$ cat src/rtl/uart_rx_pkg.sv
// Shared definitions for the UART byte receiver: FSM state encoding and
// default bit timing derived from the system clock and baud rate.
package uart_rx_pkg;

  localparam int SYS_CLK_HZ       = 50_250_000;
  localparam int BAUD             = 115_200;
  // 50.25 MHz / 115200 = 436.2; the truncated value gives 0.05 % error.
  localparam int DEF_CLKS_PER_BIT = SYS_CLK_HZ / BAUD;

  typedef enum logic [1:0] {
    ST_IDLE  = 2'd0,
    ST_START = 2'd1,
    ST_DATA  = 2'd2,
    ST_STOP  = 2'd3
  } rx_state_t;

endpackage

$ cat src/rtl/uart_rx_if.sv
// Byte delivery interface between the UART receiver (master) and the
// downstream command logic (slave). Valid/ready handshake plus status pulses.
interface uart_rx_if;
  import uart_rx_pkg::*;

  logic [7:0] rx_data;
  logic       rx_valid;
  logic       rx_ready;
  logic       rx_frame_err;
  logic       rx_overrun;
  logic       rx_busy;

  modport master (
    output rx_data,
    output rx_valid,
    output rx_frame_err,
    output rx_overrun,
    output rx_busy,
    input  rx_ready
  );

  modport slave (
    input  rx_data,
    input  rx_valid,
    input  rx_frame_err,
    input  rx_overrun,
    input  rx_busy,
    output rx_ready
  );
endinterface

$ cat src/rtl/uart_rx_sync_2ff.sv
// Two-flop synchroniser for an asynchronous single-bit input. The reset
// value is a parameter so idle-high lines do not see a false edge at reset.
module sync_2ff #(
  parameter logic RESET_VAL = 1'b1
) (
  input  logic clk,
  input  logic rst,
  input  logic d,
  output logic q
);

  logic meta;

  // Two back-to-back flops to resolve metastability on the raw pin.
  always_ff @(posedge clk or posedge rst) begin
    if (rst) begin
      meta <= RESET_VAL;
      q    <= RESET_VAL;
    end else begin
      meta <= d;
      q    <= meta;
    end
  end

endmodule

$ cat src/rtl/uart_rx.sv
// 8N1 UART byte receiver. Synchronises the serial line, qualifies the start
// bit at mid-bit, samples eight data bits LSB first and hands each byte to
// the consumer on a valid/ready interface. Frame errors and overruns are
// reported as single-cycle pulses.
module uart_rx
  import uart_rx_pkg::*;
#(
  parameter int CLKS_PER_BIT = DEF_CLKS_PER_BIT,
  parameter int HALF_BIT     = CLKS_PER_BIT / 2
) (
  input  logic     CLK,
  input  logic     RESET,
  input  logic     UART_RX,
  uart_rx_if.master rx
);

  localparam int CNT_W = $clog2(CLKS_PER_BIT);
  localparam logic [CNT_W-1:0] LAST_BIT  = CNT_W'(CLKS_PER_BIT - 1);
  localparam logic [CNT_W-1:0] LAST_HALF = CNT_W'(HALF_BIT - 1);

  logic             rxs;
  logic             rxs_d;
  logic             fall;

  rx_state_t        state_q, state_d;
  logic [CNT_W-1:0] clk_cnt_q, clk_cnt_d;
  logic [2:0]       bit_cnt_q, bit_cnt_d;
  logic [7:0]       shift_q, shift_d;
  logic             stop_ok;
  logic             stop_bad;

  logic [7:0]       data_q;
  logic             valid_q;
  logic             frame_err_q;
  logic             overrun_q;

  sync_2ff #(.RESET_VAL(1'b1)) u_sync (
    .clk (CLK),
    .rst (RESET),
    .d   (UART_RX),
    .q   (rxs)
  );

  // Delayed copy of the synchronised line for falling-edge detection.
  always_ff @(posedge CLK or posedge RESET) begin
    if (RESET) rxs_d <= 1'b1;
    else       rxs_d <= rxs;
  end

  assign fall = rxs_d & ~rxs;

  // FSM state, bit/clock counters and the data shift register.
  always_ff @(posedge CLK or posedge RESET) begin
    if (RESET) begin
      state_q   <= ST_IDLE;
      clk_cnt_q <= '0;
      bit_cnt_q <= '0;
      shift_q   <= '0;
    end else begin
      state_q   <= state_d;
      clk_cnt_q <= clk_cnt_d;
      bit_cnt_q <= bit_cnt_d;
      shift_q   <= shift_d;
    end
  end

  // Next-state logic: counter wraps to zero at every sample point.
  always_comb begin
    state_d   = state_q;
    clk_cnt_d = clk_cnt_q + CNT_W'(1);
    bit_cnt_d = bit_cnt_q;
    shift_d   = shift_q;
    stop_ok   = 1'b0;
    stop_bad  = 1'b0;
    case (state_q)
      ST_IDLE: begin
        clk_cnt_d = '0;
        if (fall) begin
          state_d   = ST_START;
          bit_cnt_d = '0;
        end
      end
      ST_START: begin
        if (clk_cnt_q == LAST_HALF) begin
          clk_cnt_d = '0;
          // A line back high at mid start bit is a glitch, not a frame.
          state_d   = rxs ? ST_IDLE : ST_DATA;
        end
      end
      ST_DATA: begin
        if (clk_cnt_q == LAST_BIT) begin
          clk_cnt_d = '0;
          shift_d   = {rxs, shift_q[7:1]};
          bit_cnt_d = bit_cnt_q + 3'd1;
          if (bit_cnt_q == 3'd7) state_d = ST_STOP;
        end
      end
      ST_STOP: begin
        if (clk_cnt_q == LAST_BIT) begin
          clk_cnt_d = '0;
          state_d   = ST_IDLE;
          stop_ok   = rxs;
          stop_bad  = ~rxs;
        end
      end
      default: begin
        state_d   = ST_IDLE;
        clk_cnt_d = '0;
      end
    endcase
  end

  // Output holding register with valid/ready handshake and status pulses.
  always_ff @(posedge CLK or posedge RESET) begin
    if (RESET) begin
      data_q      <= 8'h00;
      valid_q     <= 1'b0;
      frame_err_q <= 1'b0;
      overrun_q   <= 1'b0;
    end else begin
      frame_err_q <= stop_bad;
      overrun_q   <= 1'b0;
      if (stop_ok) begin
        // A byte accepted in the same cycle frees the slot for the new one.
        if (!valid_q || rx.rx_ready) begin
          data_q  <= shift_q;
          valid_q <= 1'b1;
        end else begin
          overrun_q <= 1'b1;
        end
      end else if (valid_q && rx.rx_ready) begin
        valid_q <= 1'b0;
      end
    end
  end

  assign rx.rx_data      = data_q;
  assign rx.rx_valid     = valid_q;
  assign rx.rx_frame_err = frame_err_q;
  assign rx.rx_overrun   = overrun_q;
  assign rx.rx_busy      = (state_q != ST_IDLE);

endmodule

$ cat src/flat_wrapper.sv
// flat-port wrapper written by rule: the top's interface ports become plain ports
module uart_rx_flat import uart_rx_pkg::*;
#(
  parameter int CLKS_PER_BIT = DEF_CLKS_PER_BIT,
  parameter int HALF_BIT     = CLKS_PER_BIT / 2
)
  (CLK, RESET, UART_RX, rx_rx_data, rx_rx_valid, rx_rx_frame_err, rx_rx_overrun, rx_rx_busy, rx_rx_ready);
  uart_rx_if rx_i ();
  input  logic CLK;
  input  logic RESET;
  input  logic UART_RX;
  output wire logic [$bits(rx_i.rx_data)-1:0] rx_rx_data;
  output wire logic [$bits(rx_i.rx_valid)-1:0] rx_rx_valid;
  output wire logic [$bits(rx_i.rx_frame_err)-1:0] rx_rx_frame_err;
  output wire logic [$bits(rx_i.rx_overrun)-1:0] rx_rx_overrun;
  output wire logic [$bits(rx_i.rx_busy)-1:0] rx_rx_busy;
  input wire logic [$bits(rx_i.rx_ready)-1:0] rx_rx_ready;
  assign rx_rx_data = rx_i.rx_data;
  assign rx_rx_valid = rx_i.rx_valid;
  assign rx_rx_frame_err = rx_i.rx_frame_err;
  assign rx_rx_overrun = rx_i.rx_overrun;
  assign rx_rx_busy = rx_i.rx_busy;
  assign rx_i.rx_ready = rx_rx_ready;
  uart_rx #(.CLKS_PER_BIT(CLKS_PER_BIT), .HALF_BIT(HALF_BIT)) u_core (.CLK(CLK), .RESET(RESET), .UART_RX(UART_RX), .rx(rx_i));
endmodule
$ cat config.mk
export PLATFORM = sky130hd
export DESIGN_NAME = uart_rx_flat
export DESIGN_NICKNAME = d
export VERILOG_FILES = /design/src/rtl/uart_rx_pkg.sv /design/src/rtl/uart_rx_if.sv /design/src/rtl/uart_rx_sync_2ff.sv /design/src/rtl/uart_rx.sv /design/src/flat_wrapper.sv
export SDC_FILE = /design/constraint.sdc
export NUM_CORES = 1
export LEC_CHECK = 0
export ABC_CLOCK_PERIOD_IN_PS = 1900
export BUFFER_PORTS_ARGS = -buffer_cell sky130_fd_sc_hd__buf_2
export CELL_PAD_IN_SITES_DETAIL_PLACEMENT = 1
export CELL_PAD_IN_SITES_GLOBAL_PLACEMENT = 2
export CORE_MARGIN = 2
export CORE_UTILIZATION = 36
export CTS_CLUSTER_SIZE = 25
export DETAILED_ROUTE_END_ITERATION = 10
export PLACE_DENSITY_LB_ADDON = 0.1
export SETUP_SLACK_MARGIN = 0.1
export SLEW_MARGIN = 20
export SYNTH_ARGS = -nofsm -noshare
export SYNTH_HDL_FRONTEND = slang
export SYNTH_SLANG_ARGS = --single-unit
$ cat constraint.sdc
create_clock -name CLK -period 1.9 [get_ports CLK]
set_input_delay 0.19 -clock CLK [delete_from_list [all_inputs] [get_ports CLK]]
set_output_delay 0.19 -clock CLK [all_outputs]
set_load 0.05 [all_outputs]
==> flow_summary.ini, run 1 <==
[run_status]
run_status = finished clean

[layout]
multi_input_area_um2 = 664
num_antenna_cells = 0
final_cell_mix = dfrtp_1, mux2_2, buf_2
drive_above_1_share_pct = 37.3
num-fill-cells = 473
area_growth_syn_to_layout_pct = 20.5
final_common_cell = dfrtp_1
final_area_um2 = 1910
nets = 160
regArea_um2 = 906
post-route-util_pct = 44.6

[detailed_routing]
vias_per_cell = 5.27
drt_pass1_iterations = 2
detail-route-antenna-nets = 0
drc = 0
routedWlPerCell_um = 15.6
drtIter0Drc = 47
drt_wl_total_um = 3200
via_count = 1081

[timing]
tightest_slew_ns = 0.467
finalHoldWorstSlack_ns = 0.00240
maxSlewViolCount = 0
fin_crit_ns = 1.70
period_share_pct = 89.5
max_slew_margin_pct = 68.9
hold_viol = 0
setup_ws_ns = 0.199
setup_viol = 0
fin_worst_skew_ns = 0.00624
fmax_mhz = 588
rsz0062_at_grt = no
tns_ns = 0

[clocking]
clockBufferDepth = 2
clk_pin_slew_ns = 0.07
cts_root_buf = clkbuf_8
ctsHtreeMaxLevel = 2
clock_sinks = 36
cts_tree = yes
numCtsBuffers = 5
clk_latency_ns = 0.28

[placed_design]
hpwlAfterDp_um = 2270
portBuffers = 15
dp_slack_ns = 0.0807
placedInstanceArea_um2 = 1780
place_congestion = 0.710

[synthesis]
synth.cell_area_um2 = 1590
yosysSeqAreaShare_pct = 56.9
synth-edff-count = 0
avgSynthCellArea_um2 = 12.9
ys_top_cells_by_area = dfrtp_1, mux2_2, dfstp_2
synth-seq-cells = 36
synth-main-ff-cell = dfrtp_1
synth.distinct_cells = 35
ys_warn_count = 0
synth_area_leader_cell = dfrtp_1
synth-async-reset-ratio_pct = 100
synth_top_cell_area_share_pct = 52.0
postSynthCellCount = 123
synthesis.nets = 131

[worst_setup_path]
startpoint_type = flip-flop
worstSetupPathType = flip-flop to flip-flop
cp_data_required_time_ns = 2.06
cp.arrival_ns = 1.87
path_max_fanout = 8
endpoint_kind = flip-flop

[flow_run]
drv_cap = 0

[die]
start_util_pct = 37.0
die-area_um2 = 4960
fp.dieH_um = 70.4
rows = 24
pin_count = 16
core_area_um2 = 4290
die_x_um = 70.4

[grt]
grt_pass1_vias = 1144
grt_max_degree = 37
grt_pass1_wl_um = 5610
grt_usage_pct = 14.4
overflow = 0
antenna_found_initial = 0

[power]
power.ir.vdd_worst_mv = 0.528
p_per_area_nw_per_um2 = 1040
leakage_uw = 0.000935

[min_path]
min-delay-path-class = input pin to async pin
==> what timing repair did <==
| item | in CTS | in global routing |
|---|---|---|
| buffers inserted | 0 | 0 |
| cloned | 0 | 0 |
| hold buffers | 1 | 0 |
| resized for setup | 2 | 2 |
| endpoints found under the setup margin | 8 | 16 |
| endpoints found under the hold margin | 1 | 0 |
==> final timing paths <==
kind,start,end,slack (ns),cells after the start
max,u_core.clk_cnt_q[1]$_DFF_PP0_,u_core.rx.rx_data[0]$_DFFE_PP0P_,0.20,5
min,RESET,u_core.bit_cnt_q[2]$_DFFE_PP0P_,0.002,3
max reg2reg,u_core.clk_cnt_q[1]$_DFF_PP0_,u_core.rx.rx_data[0]$_DFFE_PP0P_,0.20,5
min reg2reg,u_core.u_sync.meta$_DFF_PP1_,u_core.u_sync.q$_DFF_PP1_,0.37,0
max in group asynchronous,RESET,u_core.clk_cnt_q[0]$_DFF_PP0_,1.54,3
min in group CLK,rx_rx_ready,u_core.rx.rx_overrun$_DFF_PP0_,0.23,3
==> layout make-up <==
| class | instances | area share, % |
|---|---|---|
| tap | 52 | 3.40 |
| sequential | 36 | 47.3 |
| clock inverter | 2 | 1.83 |
| inverter | 4 | 0.784 |
| multi-input combinational | 80 | 34.7 |
| clock buffer | 6 | 3.79 |
| timing repair buffer | 25 | 8.17 |
==> Yosys cell counts, types with 2 or more instances <==
| cell | number |
|---|---|
| a21oi_1 | 5 |
| a22oi_1 | 4 |
| buf_2 | 2 |
| dfrtp_1 | 33 |
| dfstp_2 | 3 |
| ha_1 | 4 |
| inv_1 | 4 |
| mux2_2 | 15 |
| nand2_1 | 7 |
| nand3_1 | 5 |
| nand4_1 | 6 |
| nor2b_1 | 2 |
| nor3_1 | 2 |
| o21ai_0 | 7 |
| or3_1 | 3 |
| xnor2_1 | 2 |
==> metrics by stage <==
stage / cells / total power, uW
after floorplan: 123 / 1200
after global placement: 196 / 1300
after detailed placement: 196 / 1320
after CTS: 205 / 1980
after global routing: 205 / 2100
final: 205 / 1980
==> flip-flops by register name (all words and copies together) (netlist names), 3 cells and up, named ones only <==
| signal | cells |
|---|---|
| u_core.shift_q | 8 |
| u_core.rx.rx_data | 8 |
| u_core.bit_cnt_q | 3 |
| u_core.clk_cnt_q | 9 |
==> logic make-up (layout without fill, tap and decap cells) <==
| kind of cell | Yosys count | after routing | synth area share (%) |
|---|---|---|---|
| AO/OA/AOI/OAI | 20 | 20 | 7.56 |
| XOR/XNOR | 3 | 3 | 1.65 |
| adder cells (fa/ha/maj) | 4 | 4 | 3.15 |
| buffers and inverters | 7 | 37 | 2.05 |
| flip-flops | 36 | 36 | 56.9 |
| multiplexers | 17 | 17 | 12.0 |
| AND/OR/NAND/NOR | 36 | 36 | 16.7 |
==> where the power goes <==
group	internal, uW	switching [uW]
Sequential	844	123
Combinational	165	203
Clock	389	261
==> critical path, stage by stage, from the launching register on <==
cell and delay [ns]:
dfrtp_1 0.43, ha_4 0.19, nand4bb_4 0.14, nor4b_4 0.30
buf_6 0.18, mux2_2 0.34
==> metal layers <==
metal	share of wire (%)	GRT usage, %
met1	47	20.3
met2	49	21.9
met3	2.9	3.90
met4	1.1	3.85
met5	0	0
(Power assumes the default switching activity.)
==> run 2: changes to the inputs <==
--- a/config.mk
+++ b/config.mk
@@ -5,12 +5,13 @@
 export SDC_FILE = /design/constraint.sdc
 export NUM_CORES = 1
 export LEC_CHECK = 0
-export ABC_CLOCK_PERIOD_IN_PS = 1900
+export ABC_CLOCK_PERIOD_IN_PS = 1710
 export BUFFER_PORTS_ARGS = -buffer_cell sky130_fd_sc_hd__buf_2
+export CAP_MARGIN = 20
 export CELL_PAD_IN_SITES_DETAIL_PLACEMENT = 1
 export CELL_PAD_IN_SITES_GLOBAL_PLACEMENT = 2
 export CORE_MARGIN = 2
-export CORE_UTILIZATION = 36
+export CORE_UTILIZATION = 39
 export CTS_CLUSTER_SIZE = 25
 export DETAILED_ROUTE_END_ITERATION = 10
 export PLACE_DENSITY_LB_ADDON = 0.1
==> constraint.sdc (replaced) <==
create_clock -name CLK -period 1.71 [get_ports CLK]
set_input_delay 0.171 -clock CLK [delete_from_list [all_inputs] [get_ports CLK]]
set_output_delay 0.171 -clock CLK [all_outputs]
set_load 0.05 [all_outputs]
==> run 2 against run 1 <==
Effect of this change: count of clock-buffer cells in the layout is 1 higher; routed wire length grew 16%; maximum frequency up 3.0%; register-to-register slack lost 0.14 ns; critical path depth is the same; combinational power up 69%; clock skew increased by 0.0016 ns; the run now ends with hold timing left; sequential share of layout area is 4.0 points lower; first-iteration DRC count is 8.5% higher; highest routed layer unchanged; core utilization grew 8.2 points.
==> flow_summary.ini, run 2 (synthesis results as in run 1) <==
[clocking]
clock_sinks = 36
clk_pin_slew_ns = 0.07
clockBufferDepth = 2
clk_latency_ns = 0.29
numCtsBuffers = 5
cts_root_buf = clkbuf_8
cts_tree = yes
ctsHtreeMaxLevel = 2

[die]
die_x_um = 67.8
pin_count = 16
start_util_pct = 40.0
fp.dieH_um = 67.8
die-area_um2 = 4600
rows = 23
core_area_um2 = 3970

[detailed_routing]
routedWlPerCell_um = 17.3
via_count = 1137
detail-route-antenna-nets = 0
drt_wl_total_um = 3720
drc = 0
vias_per_cell = 5.29
drtIter0Drc = 51
drt_pass1_iterations = 4

[layout]
nets = 173
largest-register = u_core.clk_cnt_q
largest_reg_flops = 9
drive_above_1_share_pct = 46.7
layout.cells.non_filler = 215
final_cell_mix = dfrtp_1, buf_4, mux2_4
final_common_cell = dfrtp_1
num_antenna_cells = 0
area_growth_syn_to_layout_pct = 31.9

[power]
leakage_uw = 0.00101
power.ir.vdd_worst_mv = 0.561
power_uw = 2300
p_per_area_nw_per_um2 = 1100

[timing]
max_slew_margin_pct = 70.3
setup_viol = 0
maxSlewViolCount = 0
period_share_pct = 96.6
tns_ns = 0
fmax_mhz = 606
rsz0062_at_grt = yes
fin_crit_ns = 1.65
tightest_slew_ns = 0.446
hold_viol = 33
fin_worst_skew_ns = 0.00781
finalHoldWorstSlack_ns = -0.0178

[placed_design]
hpwlAfterDp_um = 2300
place_congestion = 0.711
dp.cells = 197
portBuffers = 15

[worst_setup_path]
cp_data_required_time_ns = 1.88
worstSetupPathType = flip-flop to flip-flop
cp.arrival_ns = 1.82
path_max_fanout = 8
r2r_end = u_core.rx.rx_data[5]$_DFFE_PP0P_
endpoint_kind = flip-flop
startpoint_type = flip-flop
r2r_setup_slack_ns = 0.06
r2r_cells = 5
rr_startpoint = u_core.clk_cnt_q[1]$_DFF_PP0_

[grt]
antenna_found_initial = 0
grt_pass1_vias = 1179
grt_usage_pct = 18.4
overflow = 0
grt_pass1_wl_um = 6060
grt_max_degree = 37

[run_status]
run_status = finished with violations
violations = hold timing

[flow_run]
drv_cap = 0

[min_path]
min-delay-path-class = input pin to async pin
## run 2: cell types whose count changed in the layout (fill, tap and decap cells not counted), moves of 2 or more
| cell | previous run | this run |
|---|---|---|
| mux2_2 | 15 | 0 |
| buf_4 | 8 | 19 |
| mux2_4 | 0 | 16 |
| and3_4 | 0 | 2 |
| clkbuf_8 | 5 | 7 |
## run 2: per-layer routing
metal / part of all wire, % / routed length (um) / track usage [%]
met2: 47 / 1760 / 29.0
met5: 0 / 0 / 0
met3: 3.4 / 125 / 5.43
met1: 48 / 1790 / 24.5
met4: 1.3 / 47 / 6.00
## run 2: worst max path at each step
stage	cells past startpoint	start	slack (ns)	endpoint
global placement	4	u_core.clk_cnt_q[5]$_DFF_PP0_	0.10	u_core.state_q[0]$_DFFE_PP0P_
CTS	5	u_core.clk_cnt_q[0]$_DFF_PP0_	0.04	u_core.rx.rx_data[5]$_DFFE_PP0P_
global route	5	u_core.clk_cnt_q[1]$_DFF_PP0_	0.02	u_core.rx.rx_data[5]$_DFFE_PP0P_
detailed placement	5	u_core.clk_cnt_q[1]$_DFF_PP0_	0.03	u_core.rx.rx_data[0]$_DFFE_PP0P_
floorplan	4	u_core.clk_cnt_q[0]$_DFF_PP0_	0.03	u_core.rx.rx_data[0]$_DFFE_PP0P_
finish	5	u_core.clk_cnt_q[1]$_DFF_PP0_	0.06	u_core.rx.rx_data[5]$_DFFE_PP0P_
## run 2: power breakdown
group | internal, uW | switching [uW] | total [uW]
Sequential | 933 | 101 | 1030
Clock | 359 | 283 | 642
Combinational | 302 | 318 | 620
Total | 1590 | 702 | 2300
## run 2: layout make-up
class,instances,area (um2)
fill,423,1880
clock buffer,7,96.3
timing repair buffer,37,250
tap,50,62.6
inverter,4,15.0
sequential,36,907
multi-input combinational,81,764
## run 2: metrics by stage
step | area (um2) | setup WS, ns | utilization (%)
finish | 2100 | 0.0586 | 52.8
detailed placement | 1840 | 0.0319 | 46.4
CTS | 2030 | 0.0389 | 51.2
global placement | 1840 | 0.105 | 46.4
floorplan | 1640 | 0.0337 | -
global route | 2100 | 0.0175 | 52.8
## run 2: worst max-delay path, stage by stage, from the launching register on
cell       delay, ns
dfrtp_1         0.40
ha_4            0.18
nand4bb_4       0.13
nor4b_4         0.30
buf_6           0.21
mux2_4          0.31
## run 2: what timing repair did
item                                   in CTS  in global routing
buffers inserted                            4                  4
endpoints found under the hold margin       1                  0
hold buffers                                1                  0
pin swaps                                   2                  4
resized for setup                          11                 11
gates cloned                                2                  0
setup endpoints to repair                  18                 29
